`src/rtl/alu_arb_pkg.sv`:
```
// alu_arb_pkg: definitions shared by the alu_arb arbiter and its users.
//   ALU_BITS_DEFAULT       default operand/result width
//   ALU_CTRL_BITS_DEFAULT  default ALU control code width
//   state_t                response register state (IDLE empty, HOLD full)
//   ALUCTRL_*              control codes understood by the shared ALU
package alu_arb_pkg;

  localparam int ALU_BITS_DEFAULT      = 32;
  localparam int ALU_CTRL_BITS_DEFAULT = 5;

  typedef enum logic {
    IDLE = 1'b0,
    HOLD = 1'b1
  } state_t;

  localparam logic [4:0] ALUCTRL_ADD  = 5'd0;
  localparam logic [4:0] ALUCTRL_SUB  = 5'd1;
  localparam logic [4:0] ALUCTRL_AND  = 5'd2;
  localparam logic [4:0] ALUCTRL_OR   = 5'd3;
  localparam logic [4:0] ALUCTRL_XOR  = 5'd4;
  localparam logic [4:0] ALUCTRL_SLL  = 5'd5;
  localparam logic [4:0] ALUCTRL_SRL  = 5'd6;
  localparam logic [4:0] ALUCTRL_SRA  = 5'd7;
  localparam logic [4:0] ALUCTRL_SLT  = 5'd8;
  localparam logic [4:0] ALUCTRL_SLTU = 5'd9;
  localparam logic [4:0] ALUCTRL_BEQ  = 5'd10;

endpackage

```
`src/rtl/rr_arb2.sv`:
```
// rr_arb2: two-way round-robin grant selection (purely combinational).
// Ports:
//   valid[1:0]  requests
//   pointer     index of the requester granted most recently
//   enable      grants may be issued this cycle
//   grant[1:0]  one-hot grant, 2'b00 when disabled or nothing valid
module rr_arb2 (
  input  logic [1:0] valid,
  input  logic       pointer,
  input  logic       enable,
  output logic [1:0] grant
);

  // A lone requester always wins; on contention the one not served last wins.
  always_comb begin
    grant = 2'b00;
    if (enable) begin
      case (valid)
        2'b01:   grant = 2'b01;
        2'b10:   grant = 2'b10;
        2'b11:   grant = pointer ? 2'b01 : 2'b10;
        default: grant = 2'b00;
      endcase
    end
  end

endmodule

```
`src/rtl/alu_arb.sv`:
```
// alu_arb: shares one combinational ALU between two requesters and registers
// the ALU result into a single-entry response buffer.
// Ports:
//   clk, rst                       clock, synchronous active-high reset
//   req_valid/req_ready            per-requester request handshake
//   req_rdata1/rdata2/imm/alu_src/alu_ctrl  per-requester operation fields
//   alu_rdata1/rdata2/imm/src/ctrl operands to the shared ALU (zero when idle)
//   alu_result, alu_is_zero        combinational ALU outputs
//   rsp_valid/rsp_ready            response handshake
//   rsp_id, rsp_result, rsp_is_zero registered response
// Optional (macro ALU_ARB_PERF_EN): perf_grant0, perf_grant1, perf_stall
// 32-bit wrapping event counters.
module alu_arb
  import alu_arb_pkg::*;
#(
  parameter int ALU_BITS      = ALU_BITS_DEFAULT,
  parameter int ALU_CTRL_BITS = ALU_CTRL_BITS_DEFAULT
) (
  input  logic                       clk,
  input  logic                       rst,
  input  logic [1:0]                 req_valid,
  output logic [1:0]                 req_ready,
  input  logic [2*ALU_BITS-1:0]      req_rdata1,
  input  logic [2*ALU_BITS-1:0]      req_rdata2,
  input  logic [2*ALU_BITS-1:0]      req_imm,
  input  logic [1:0]                 req_alu_src,
  input  logic [2*ALU_CTRL_BITS-1:0] req_alu_ctrl,
  output logic [ALU_BITS-1:0]        alu_rdata1,
  output logic [ALU_BITS-1:0]        alu_rdata2,
  output logic [ALU_BITS-1:0]        alu_imm,
  output logic                       alu_src,
  output logic [ALU_CTRL_BITS-1:0]   alu_ctrl,
  input  logic [ALU_BITS-1:0]        alu_result,
  input  logic                       alu_is_zero,
  output logic                       rsp_valid,
  input  logic                       rsp_ready,
  output logic                       rsp_id,
  output logic [ALU_BITS-1:0]        rsp_result,
  output logic                       rsp_is_zero
`ifdef ALU_ARB_PERF_EN
  ,
  output logic [31:0]                perf_grant0,
  output logic [31:0]                perf_grant1,
  output logic [31:0]                perf_stall
`endif
);

  state_t              state_q, state_d;
  logic                last_q;
  logic                can_grant;
  logic [1:0]          grant;
  logic                accept;
  logic                sel;
  logic                rsp_id_q;
  logic [ALU_BITS-1:0] rsp_result_q;
  logic                rsp_is_zero_q;

  // The buffer can take a new op when empty or when it drains this cycle.
  // Reset blocks grants so nothing is accepted during any reset cycle.
  assign can_grant = !rst && ((state_q == IDLE) || rsp_ready);

  rr_arb2 u_rr (
    .valid   (req_valid),
    .pointer (last_q),
    .enable  (can_grant),
    .grant   (grant)
  );

  assign req_ready = grant;
  assign accept    = |grant;
  assign sel       = grant[1];

  // Steer the granted requester onto the ALU; all zero when nobody is granted.
  always_comb begin
    alu_rdata1 = '0;
    alu_rdata2 = '0;
    alu_imm    = '0;
    alu_src    = 1'b0;
    alu_ctrl   = '0;
    if (accept) begin
      if (sel) begin
        alu_rdata1 = req_rdata1[2*ALU_BITS-1:ALU_BITS];
        alu_rdata2 = req_rdata2[2*ALU_BITS-1:ALU_BITS];
        alu_imm    = req_imm[2*ALU_BITS-1:ALU_BITS];
        alu_src    = req_alu_src[1];
        alu_ctrl   = req_alu_ctrl[2*ALU_CTRL_BITS-1:ALU_CTRL_BITS];
      end else begin
        alu_rdata1 = req_rdata1[ALU_BITS-1:0];
        alu_rdata2 = req_rdata2[ALU_BITS-1:0];
        alu_imm    = req_imm[ALU_BITS-1:0];
        alu_src    = req_alu_src[0];
        alu_ctrl   = req_alu_ctrl[ALU_CTRL_BITS-1:0];
      end
    end
  end

  // Next state: an accept always leaves the buffer full; a drain without a
  // new accept empties it; a stalled response stays put.
  always_comb begin
    state_d = state_q;
    case (state_q)
      IDLE:    if (accept) state_d = HOLD;
      HOLD:    if (rsp_ready) state_d = accept ? HOLD : IDLE;
      default: state_d = IDLE;
    endcase
  end

  // State, round-robin pointer and response register. The pointer starts at
  // requester 1 so requester 0 wins the first contested grant.
  always_ff @(posedge clk) begin
    if (rst) begin
      state_q       <= IDLE;
      last_q        <= 1'b1;
      rsp_id_q      <= 1'b0;
      rsp_result_q  <= '0;
      rsp_is_zero_q <= 1'b0;
    end else begin
      state_q <= state_d;
      if (accept) begin
        last_q        <= sel;
        rsp_id_q      <= sel;
        rsp_result_q  <= alu_result;
        rsp_is_zero_q <= alu_is_zero;
      end
    end
  end

  assign rsp_valid   = (state_q == HOLD);
  assign rsp_id      = rsp_id_q;
  assign rsp_result  = rsp_result_q;
  assign rsp_is_zero = rsp_is_zero_q;

`ifdef ALU_ARB_PERF_EN
  logic [31:0] grant0_q, grant1_q, stall_q;

  // Event counters; a stall is a cycle with a pending request and no grant.
  always_ff @(posedge clk) begin
    if (rst) begin
      grant0_q <= '0;
      grant1_q <= '0;
      stall_q  <= '0;
    end else begin
      if (grant[0]) grant0_q <= grant0_q + 32'd1;
      if (grant[1]) grant1_q <= grant1_q + 32'd1;
      if ((|req_valid) && !accept) stall_q <= stall_q + 32'd1;
    end
  end

  assign perf_grant0 = grant0_q;
  assign perf_grant1 = grant1_q;
  assign perf_stall  = stall_q;
`endif

endmodule

```
`config.mk`:
```
export PLATFORM = sky130hd
export DESIGN_NAME = alu_arb
export DESIGN_NICKNAME = d
export VERILOG_FILES = /design/src/rtl/alu_arb_pkg.sv /design/src/rtl/rr_arb2.sv /design/src/rtl/alu_arb.sv
export SDC_FILE = /design/constraint.sdc
export NUM_CORES = 1
export LEC_CHECK = 0
export ABC_AREA = 1
export BUFFER_PORTS_ARGS = -buffer_cell sky130_fd_sc_hd__buf_2
export CORE_AREA = 3 3 145 147
export DETAILED_ROUTE_END_ITERATION = 12
export DIE_AREA = 0 0 148 150
export GPL_TIMING_DRIVEN = 0
export PLACE_DENSITY = 0.59
export SETUP_SLACK_MARGIN = 0.3
export SLEW_MARGIN = 20
export SYNTH_ARGS = -nofsm -noshare
export SYNTH_HDL_FRONTEND = slang
export SYNTH_SLANG_ARGS = --single-unit
```
`constraint.sdc`:
```
create_clock -name clk -period 1.2 [get_ports clk]
set_input_delay 0.18 -clock clk [delete_from_list [all_inputs] [get_ports clk]]
set_output_delay 0.18 -clock clk [all_outputs]
set_load 0.05 [all_outputs]
```
After elaboration in Yosys (flattened, before gate mapping) --
Index checks and enable logic that the tools add are counted.
Storage, ports and cells: output and inout port bits 139, word-level logic and storage cells 29, input bits 242, flip-flop bits (word level) 36
Cells by class: reduce and logical (&&, ||, !) cells 4, mux-type cells 16, equality and inequality tests 3, bitwise logic cells 1
Operator list (number):
- 2-to-1 mux 32 bit | 6
- 2-to-1 mux 5 bit | 2
- one-hot mux 2 bit (3 select lines) | 1
- == test 2 bit, second input constant | 2
- 2-to-1 mux 1 bit | 4
- 2-to-1 mux 2 bit | 2
- == test 2 x 1 -> 1 bit, second input constant | 1
- one-hot mux 1 bit (2 select lines) | 1
- OR reduction 2 bit | 1
- logical AND 1 bit | 1
- logical NOT 1 bit | 1
- logical OR 1 bit | 1
- NOT 1 bit | 1

Longest topological paths before layout --
Gate-level depths: netlist of the first run.
depth in word-level cells 8, depth in mapped cells 8, depth with buffers taken out 6

Cells and area by module --
A second synthesis of the first run with hierarchy kept.
Second synthesis, totals: cells, all modules 569, area, all modules 2914.0 µm²
Modules (own cells, without submodules):
- alu_arb | times used 1, seq. area each 720.7 µm², area each 2892.8 µm², cells an instance 564
- rr_arb2 | times used 1, seq. area each 0.0 µm², area each 21.3 µm², cells an instance 5

Least setup slack after synthesis of the first run --
No wires, ideal clock.
path kind register to output, start point register state_q, in the netlist rsp_valid, end point output alu_imm[22], data required time 1.020 ns, cell stages (with the launch flop) 7, slack -0.973 ns, arrival 1.993 ns, buffers on the path 1, cells stage by stage dfxtp_1 > a21oi_2 > nand2_1 > inv_2 > buf_2 > nor2_1 > nor2_1
Between the ends: longest elaborated chain between the ends 6, elaborated cells on any way between the ends 7, those cells by class 3 x mux; 1 x bitwise; 3 x reduce/logical
RTL lines:
- start, declared | RTL line alu_arb.sv:48 | state_t state_q, state_d;
- start signal, assigned | RTL line alu_arb.sv:118 | state_q <= state_d;
- NOT 1 bit (*)
- logical OR 1 bit (*) | RTL line alu_arb.sv:60 | assign can_grant = !rst && ((state_q == IDLE) || rsp_ready);
- logical AND 1 bit (*) | RTL line alu_arb.sv:60
- 2-to-1 mux 2 bit (*) | RTL line rr_arb2.sv:17 | if (enable) begin
- via req_ready[1] | RTL line alu_arb.sv:22 | output logic [1:0] req_ready,
- 2-to-1 mux 32 bit or OR reduction 2 bit (tied branches) | RTL line alu_arb.sv:81, alu_arb.sv:70
- 2-to-1 mux 32 bit (*) | RTL line alu_arb.sv:80 | if (accept) begin
- end, declared | RTL line alu_arb.sv:30 | output logic [ALU_BITS-1:0] alu_imm,
Mark *: on every way through the listed nets, which the timed path passes. The rest lies on a longest branch.

Final worst setup path of the first run --
start point register state_q, in the netlist rsp_valid, end point output alu_imm[1]
Between the ends: longest elaborated chain between the ends 6, elaborated cells on any way between the ends 7, those cells by class 3 x mux; 1 x bitwise; 3 x reduce/logical
RTL lines (RTL line):
- NOT 1 bit (*)
- logical OR 1 bit (*) | alu_arb.sv:60
- logical AND 1 bit (*) | alu_arb.sv:60
- 2-to-1 mux 2 bit (*) | rr_arb2.sv:17
- 2-to-1 mux 32 bit or OR reduction 2 bit (tied branches) | alu_arb.sv:81, alu_arb.sv:70
- 2-to-1 mux 32 bit (*) | alu_arb.sv:80
Every way passes the cells marked *; elsewhere a longest branch is shown, timed or not.

==> impl_metrics.py, run 1 <==
metrics = {
    "detailed_routing": {
        "drt_first_pass_iters": 5,
        "wl_um": 21300,
        "routed-via-count": 5853,
        "drc": 0,
        "drtAntennaViolNets": 0,
        "wl_per_cell_um": 15.5,
        "via_per_inst": 4.24,
        "dr.first_iter.drc_count": 189,
    },
    "synth": {
        "synth_simple_gate_area_share_pct": 67.5,
        "synth_cell_type_count": 14,
        "ys_seq_area_share_pct": 19.9,
        "syn_area_per_cell_um2": 5.31,
        "yosysMostFrequentCell": "nor2_1",
        "netlist_instances": 683,
        "ys.flop_type": "dfxtp_1",
        "synth_top_cell_by_area": "nor2_1",
        "synth_seq_cells": 36,
        "synthAdderAreaFrac_pct": 0,
        "syn-cell-area_um2": 3630,
        "ys_async_sr_fraction_pct": 0,
        "synth_nets": 925,
        "synth_compound_area_share_pct": 0.966,
        "synth_warnings": 0,
        "muxShareOfSynthArea_pct": 0,
        "synth_top_family_by_area": "simple AND/OR/NAND/NOR gates",
        "synth_top_area_share_pct": 28.2,
        "synth_edf_count": 0,
        "ys_top_cells_by_area": "nor2_1 28%, nand3b_1 21%, dfxtp_1 20%",
        "synth_xor_area_share_pct": 0,
        "synthTopCellsByCount": "272 x nor2_1, 173 x nand2_1, 102 x nand3b_1",
    },
    "finish": {
        "fill_cells": 1922,
        "area_growth_pct": 166,
        "final_nets": 1351,
        "design_area_um2": 9640,
        "drive_gt1_share_pct": 67.0,
    },
    "clock_tree": {
        "tritoncts": "built",
        "cts.clk_slew.worst_paths_ns": 0.05,
        "cts_num_sinks": 36,
        "cts_made_buffers": 5,
        "cts_root_buf": "clkbuf_16",
        "postCtsHoldBufs": 0,
        "clock_latency_ns": 0.28,
        "clock_path_buffers": 2,
        "h-tree-depth": 2,
    },
    "timing": {
        "clock_skew_ns": 0.00313,
        "fmax_ghz": 0.525,
        "worstMarginPinSlew_ns": 0.502,
        "whs_ns": 0.124,
        "worst_slack_ns": -0.705,
        "fin_crit_sh_pct": 159,
        "grt_setup_unrepaired": "yes",
        "slew-limit-headroom_pct": 66.5,
        "hold_viol": 0,
        "min_period_ns": 1.91,
        "drv_slew": 0,
        "setup_viol": 124,
    },
    "floorplan": {
        "rows": 52,
        "io_pins": 381,
        "fp.dieH_um": 150,
        "die-width_um": 148,
        "start_util_pct": 18.1,
        "die_area_um2": 22200,
        "coreArea_um2": 20000,
    },
    "grt": {
        "grt_use_total_pct": 16.4,
        "antenna_found_initial": 2,
        "grt_overflow": 0,
        "grt_max_degree": 11,
        "grt_pass1_wl_um": 29300,
        "grt_pass1_vias": 5540,
    },
    "worst_hold_path": {
        "hp-class": "input port to register",
    },
    "power_and_ir_drop": {
        "leakagePower_uw": 0.00430,
        "power_density_nw_per_um2": 797,
        "peakVddDrop_uv": 556,
    },
    "placement": {
        "place.gp.congestion": 0.808,
        "dp_hpwl_um": 15700,
        "dpl_cell_area_um2": 6880,
        "portBuffers": 380,
        "dp_slack_ns": -0.803,
    },
    "critical_path": {
        "setup.worst_path.end_class": "output pin",
        "crit_arrival_ns": 1.73,
        "startpoint_type": "register",
        "crit_type": "register to output pin",
        "cp_max_fo": 10,
        "cp.required_ns": 1.02,
    },
    "run_status": {
        "violations": "negative setup slack",
        "outcome": "finished with violations",
    },
    "flow_run": {
        "maxCapViolations": 0,
    },
}
## area by class of cell
| type | count | area, µm² | area share (%) |
|---|---|---|---|
| diodes | 1 | 2.50 | 0.0260 |
| well taps | 270 | 338 | 3.51 |
| clock buffers | 8 | 146 | 1.52 |
| repair buffers | 419 | 3600 | 37.4 |
| multi-input cells | 553 | 3870 | 40.2 |
| inverters | 40 | 161 | 1.68 |
| plain buffers | 54 | 739 | 7.67 |
| flip-flops and latches | 36 | 768 | 7.97 |
## layout by cell type (no fill, tap or decap), types with 2 or more instances in the layout
master and instances:
buf_8 88, nand3b_1 102, nand2_1 125, nor2_4 149, inv_1 35, nand2_2 36, clkbuf_8 2, buf_2 243
a21oi_4 2, buf_6 88, clkbuf_1 5, buf_4 21, nand2_4 12, buf_12 17, dfxtp_2 35, clkbuf_16 12
inv_2 2, nor2_1 98, nor2_2 25, buf_16 4
## path summary, 6_finish.rpt
path | cells after the start | slack (ns) | from | endpoint
worst min-delay path | 2 | 0.12 | rst | rsp_valid
worst max register to register | 7 | -0.06 | rsp_valid | last_q
worst min register to register | 2 | 0.50 | last_q | last_q
worst max-delay path | 9 | -0.71 | rsp_valid | alu_imm[1]
## kinds of logic after synthesis
group | after synthesis
AOI/OAI and AO/OA | 4
buffers and inverters | 94
DFF | 36
and+or+nand+nor | 549
## critical path: stages, from the launching register on
cell and delay (ns):
dfxtp_4 0.36, a21oi_4 0.18, nand2_4 0.09, inv_6 0.07, buf_6 0.10, buf_12 0.15, buf_12 0.15, nor2_1 0.06
nor2_4 0.10, buf_8 0.16
## layer usage
metal,wire [µm],vias up,track usage [%]
li1,-,2930,-
met1,8090,2669,19.2
met2,11400,224,30.6
met3,1470,28,3.88
met4,333,2,2.96
met5,10,-,0
## sequential cells by signal, summed over array words and instances, names as in the netlist
| signal | cells |
|---|---|
| last_q | 1 |
| rsp_valid | 1 |
| rsp_is_zero | 1 |
| rsp_result | 32 |
| rsp_id | 1 |
## power breakdown
group	switching, µW	internal (µW)
clock	477	828
sequential	92.0	1320
combinational	2850	2120
## through the flow
step | cells | power [µW] | utilization (%) | setup TNS (ns)
2_1_floorplan | 683 | 4030 | - | -34.53
3_3_place_gp | 1333 | 5000 | 34.3 | -69.30
3_5_place_dp | 1333 | 5030 | 34.3 | -69.47
4_1_cts | 1362 | 7170 | 43.2 | -67.79
5_1_grt | 1381 | 8090 | 48.1 | -78.32
6_report | 1381 | 7680 | 48.1 | -66.92
## what timing repair did
action,in CTS,in global routing
endpoints found under the setup margin,175,175
setup buffers,14,11
pin swaps,33,60
gates cloned,7,7
gates resized for setup,419,278
Note: power is estimated with default switching activity, not from simulation.
==> run 2: changes to the inputs <==
- CORE_AREA: 3 3 145 147 -> 3 3 147 149
- DIE_AREA: 0 0 148 150 -> 0 0 150 152
- PLACE_DENSITY: 0.59 -> 0.54
- SYNTH_HIERARCHICAL: unset -> 1
==> impl_metrics.py, run 2 <==
metrics = {
    "synth": {
        "synth_warnings": 6,
        "syn_area_per_cell_um2": 5.12,
        "synth_nets": 811,
        "ys.flop_type": "dfxtp_1",
        "syn-cell-area_um2": 2910,
        "ys_async_sr_fraction_pct": 0,
        "synth_cell_type_count": 14,
        "yosysMostFrequentCell": "nand2_1",
        "netlist_instances": 569,
        "ys_top_cells_by_area": "nand2_1 31%, dfxtp_1 25%, nand3_1 15%",
        "synth_seq_cells": 36,
        "synthTopCellsByCount": "241 x nand2_1, 100 x nor2_1, 85 x nand3_1",
        "synth_edf_count": 0,
        "synth_top_area_share_pct": 31.0,
        "ys_seq_area_share_pct": 24.7,
        "synth_top_cell_by_area": "nand2_1",
    },
    "grt": {
        "grt_pass1_vias": 4924,
        "grt_overflow": 0,
        "grt_use_total_pct": 15.1,
        "grt_pass1_wl_um": 27300,
        "antenna_found_initial": 3,
        "grt_max_degree": 11,
    },
    "timing": {
        "whs_ns": 0.112,
        "fin_crit_sh_pct": 168,
        "setup_viol": 140,
        "finalSetupTns_ns": -93.47,
        "hold_viol": 0,
        "fmax_ghz": 0.495,
        "grt_setup_unrepaired": "yes",
        "slew-limit-headroom_pct": 65.0,
        "min_period_ns": 2.02,
        "clock_skew_ns": 0.00446,
        "worstMarginPinSlew_ns": 0.525,
        "drv_slew": 0,
        "worst_slack_ns": -0.819,
    },
    "detailed_routing": {
        "routed-via-count": 5121,
        "drtAntennaViolNets": 0,
        "via_per_inst": 4.09,
        "drt_first_pass_iters": 4,
        "drc": 0,
        "dr.first_iter.drc_count": 130,
        "wl_um": 19400,
        "wl_per_cell_um": 15.5,
    },
    "placement": {
        "dp_hpwl_um": 15200,
        "place.gp.congestion": 0.828,
        "portBuffers": 380,
        "dp_slack_ns": -0.853,
    },
    "finish": {
        "final_common_cell": "buf_2",
        "largest_reg_flops": 32,
        "drive_gt1_share_pct": 67.2,
        "area_growth_pct": 188,
        "final_nets": 1221,
        "layout_common_cells": "265 x buf_2, 145 x nand2_1, 81 x nand2_4",
        "fill_cells": 2039,
    },
    "critical_path": {
        "setup.worst_path.end_class": "output pin",
        "crit_arrival_ns": 1.84,
        "crit_type": "register to output pin",
        "startpoint_type": "register",
        "cp.required_ns": 1.02,
        "critPathLaunch": "rsp_valid",
        "reg2reg_setup_slack_ns": -0.46,
        "r2r-start": "rsp_valid",
        "cp_max_fo": 10,
    },
    "clock_tree": {
        "cts_num_sinks": 36,
        "tritoncts": "built",
        "postCtsHoldBufs": 0,
        "h-tree-depth": 2,
        "cts_made_buffers": 5,
        "clock_path_buffers": 2,
        "cts.clk_slew.worst_paths_ns": 0.05,
        "cts_root_buf": "clkbuf_16",
        "clock_latency_ns": 0.28,
    },
    "worst_hold_path": {
        "hp-class": "input port to register",
        "hp-start": "alu_result[13]",
    },
    "floorplan": {
        "coreArea_um2": 20300,
        "die-width_um": 150,
        "rows": 52,
        "fp.dieH_um": 152,
        "start_util_pct": 14.4,
        "die_area_um2": 22800,
        "io_pins": 381,
    },
    "power_and_ir_drop": {
        "power_uw": 7020,
        "power_density_nw_per_um2": 836,
        "leakagePower_uw": 0.00411,
        "peakVddDrop_uv": 978,
    },
    "run_status": {
        "violations": "negative setup slack",
        "outcome": "finished with violations",
    },
    "flow_run": {
        "maxCapViolations": 0,
    },
}
-- run 2: changes by cell type in the layout (fill, tap and decap cells not counted), sizes merged, moves of 2 or more --
cell / before / now
nand3b: 102 / 0
nor2: 272 / 101
clkbuf: 20 / 22
buf: 461 / 431
a21oi: 3 / 22
nand3: 2 / 85
nand2: 173 / 241
diode: 1 / 3
-- run 2: per-layer routing --
| metal | routed length (µm) | vias to the layer above | track usage [%] |
|---|---|---|---|
| li1 | - | 2569 | - |
| met1 | 6820 | 2310 | 15.9 |
| met2 | 10600 | 220 | 29.4 |
| met3 | 1590 | 22 | 3.87 |
| met4 | 297 | 0 | 3.18 |
| met5 | 0 | - | 0 |
-- run 2: metrics by stage --
stage / std cells / instance area (µm²) / utilization [%]
2_1_floorplan: 569 / 4160 / -
3_3_place_gp: 1219 / 6390 / 31.5
3_5_place_dp: 1219 / 6390 / 31.5
4_1_cts: 1236 / 7600 / 37.4
5_1_grt: 1251 / 8400 / 41.4
6_report: 1251 / 8400 / 41.4
-- run 2: cell families (layout without fill, tap and decap cells) --
group           count (synthesis)  after routing  synth area share, %
buf+inv                        83            492                 12.4
compound gates                 23             23                 3.95
flops                          36             36                 24.7
simple gates                  427            427                 58.9
other cells                     0              3                    0
-- run 2: area by class of cell --
| type | instances | area (µm²) | share of cell area, % |
|---|---|---|---|
| diodes | 3 | 7.51 | 0.0894 |
| multi-input cells | 450 | 3300 | 39.3 |
| plain buffers | 44 | 572 | 6.81 |
| clock buffers | 6 | 129 | 1.53 |
| flip-flops and latches | 36 | 726 | 8.64 |
| well taps | 270 | 338 | 4.02 |
| repair buffers | 403 | 3180 | 37.8 |
| inverters | 39 | 149 | 1.77 |
-- run 2: timing repair --
item,CTS,global route
buffers inserted,9,5
gates cloned,2,7
resized for setup,281,167
pin swaps,3,27
setup endpoints to repair,175,175
-- run 2: path summary, 6_finish.rpt --
path | to | depth (start not counted)
worst max-delay path | alu_imm[14] | 10
worst min-delay path | rsp_result[13] | 3
worst max register to register | rsp_result[25] | 12
worst min register to register | rsp_id | 2
-- run 2: critical path, stage by stage, from the launching register on --
cell,delay (ns)
dfxtp_4,0.34
a21oi_2,0.12
nand2_1,0.09
a21oi_4,0.13
buf_6,0.13
buf_12,0.09
buf_12,0.12
buf_12,0.14
nand3_1,0.12
nand2_4,0.07
buf_4,0.19
-- run 2: where the power goes --
part | total (µW) | internal, µW | switching, µW
sequential | 1380 | 1310 | 62.3
combinational | 4450 | 1780 | 2670
clock | 1190 | 745 | 445
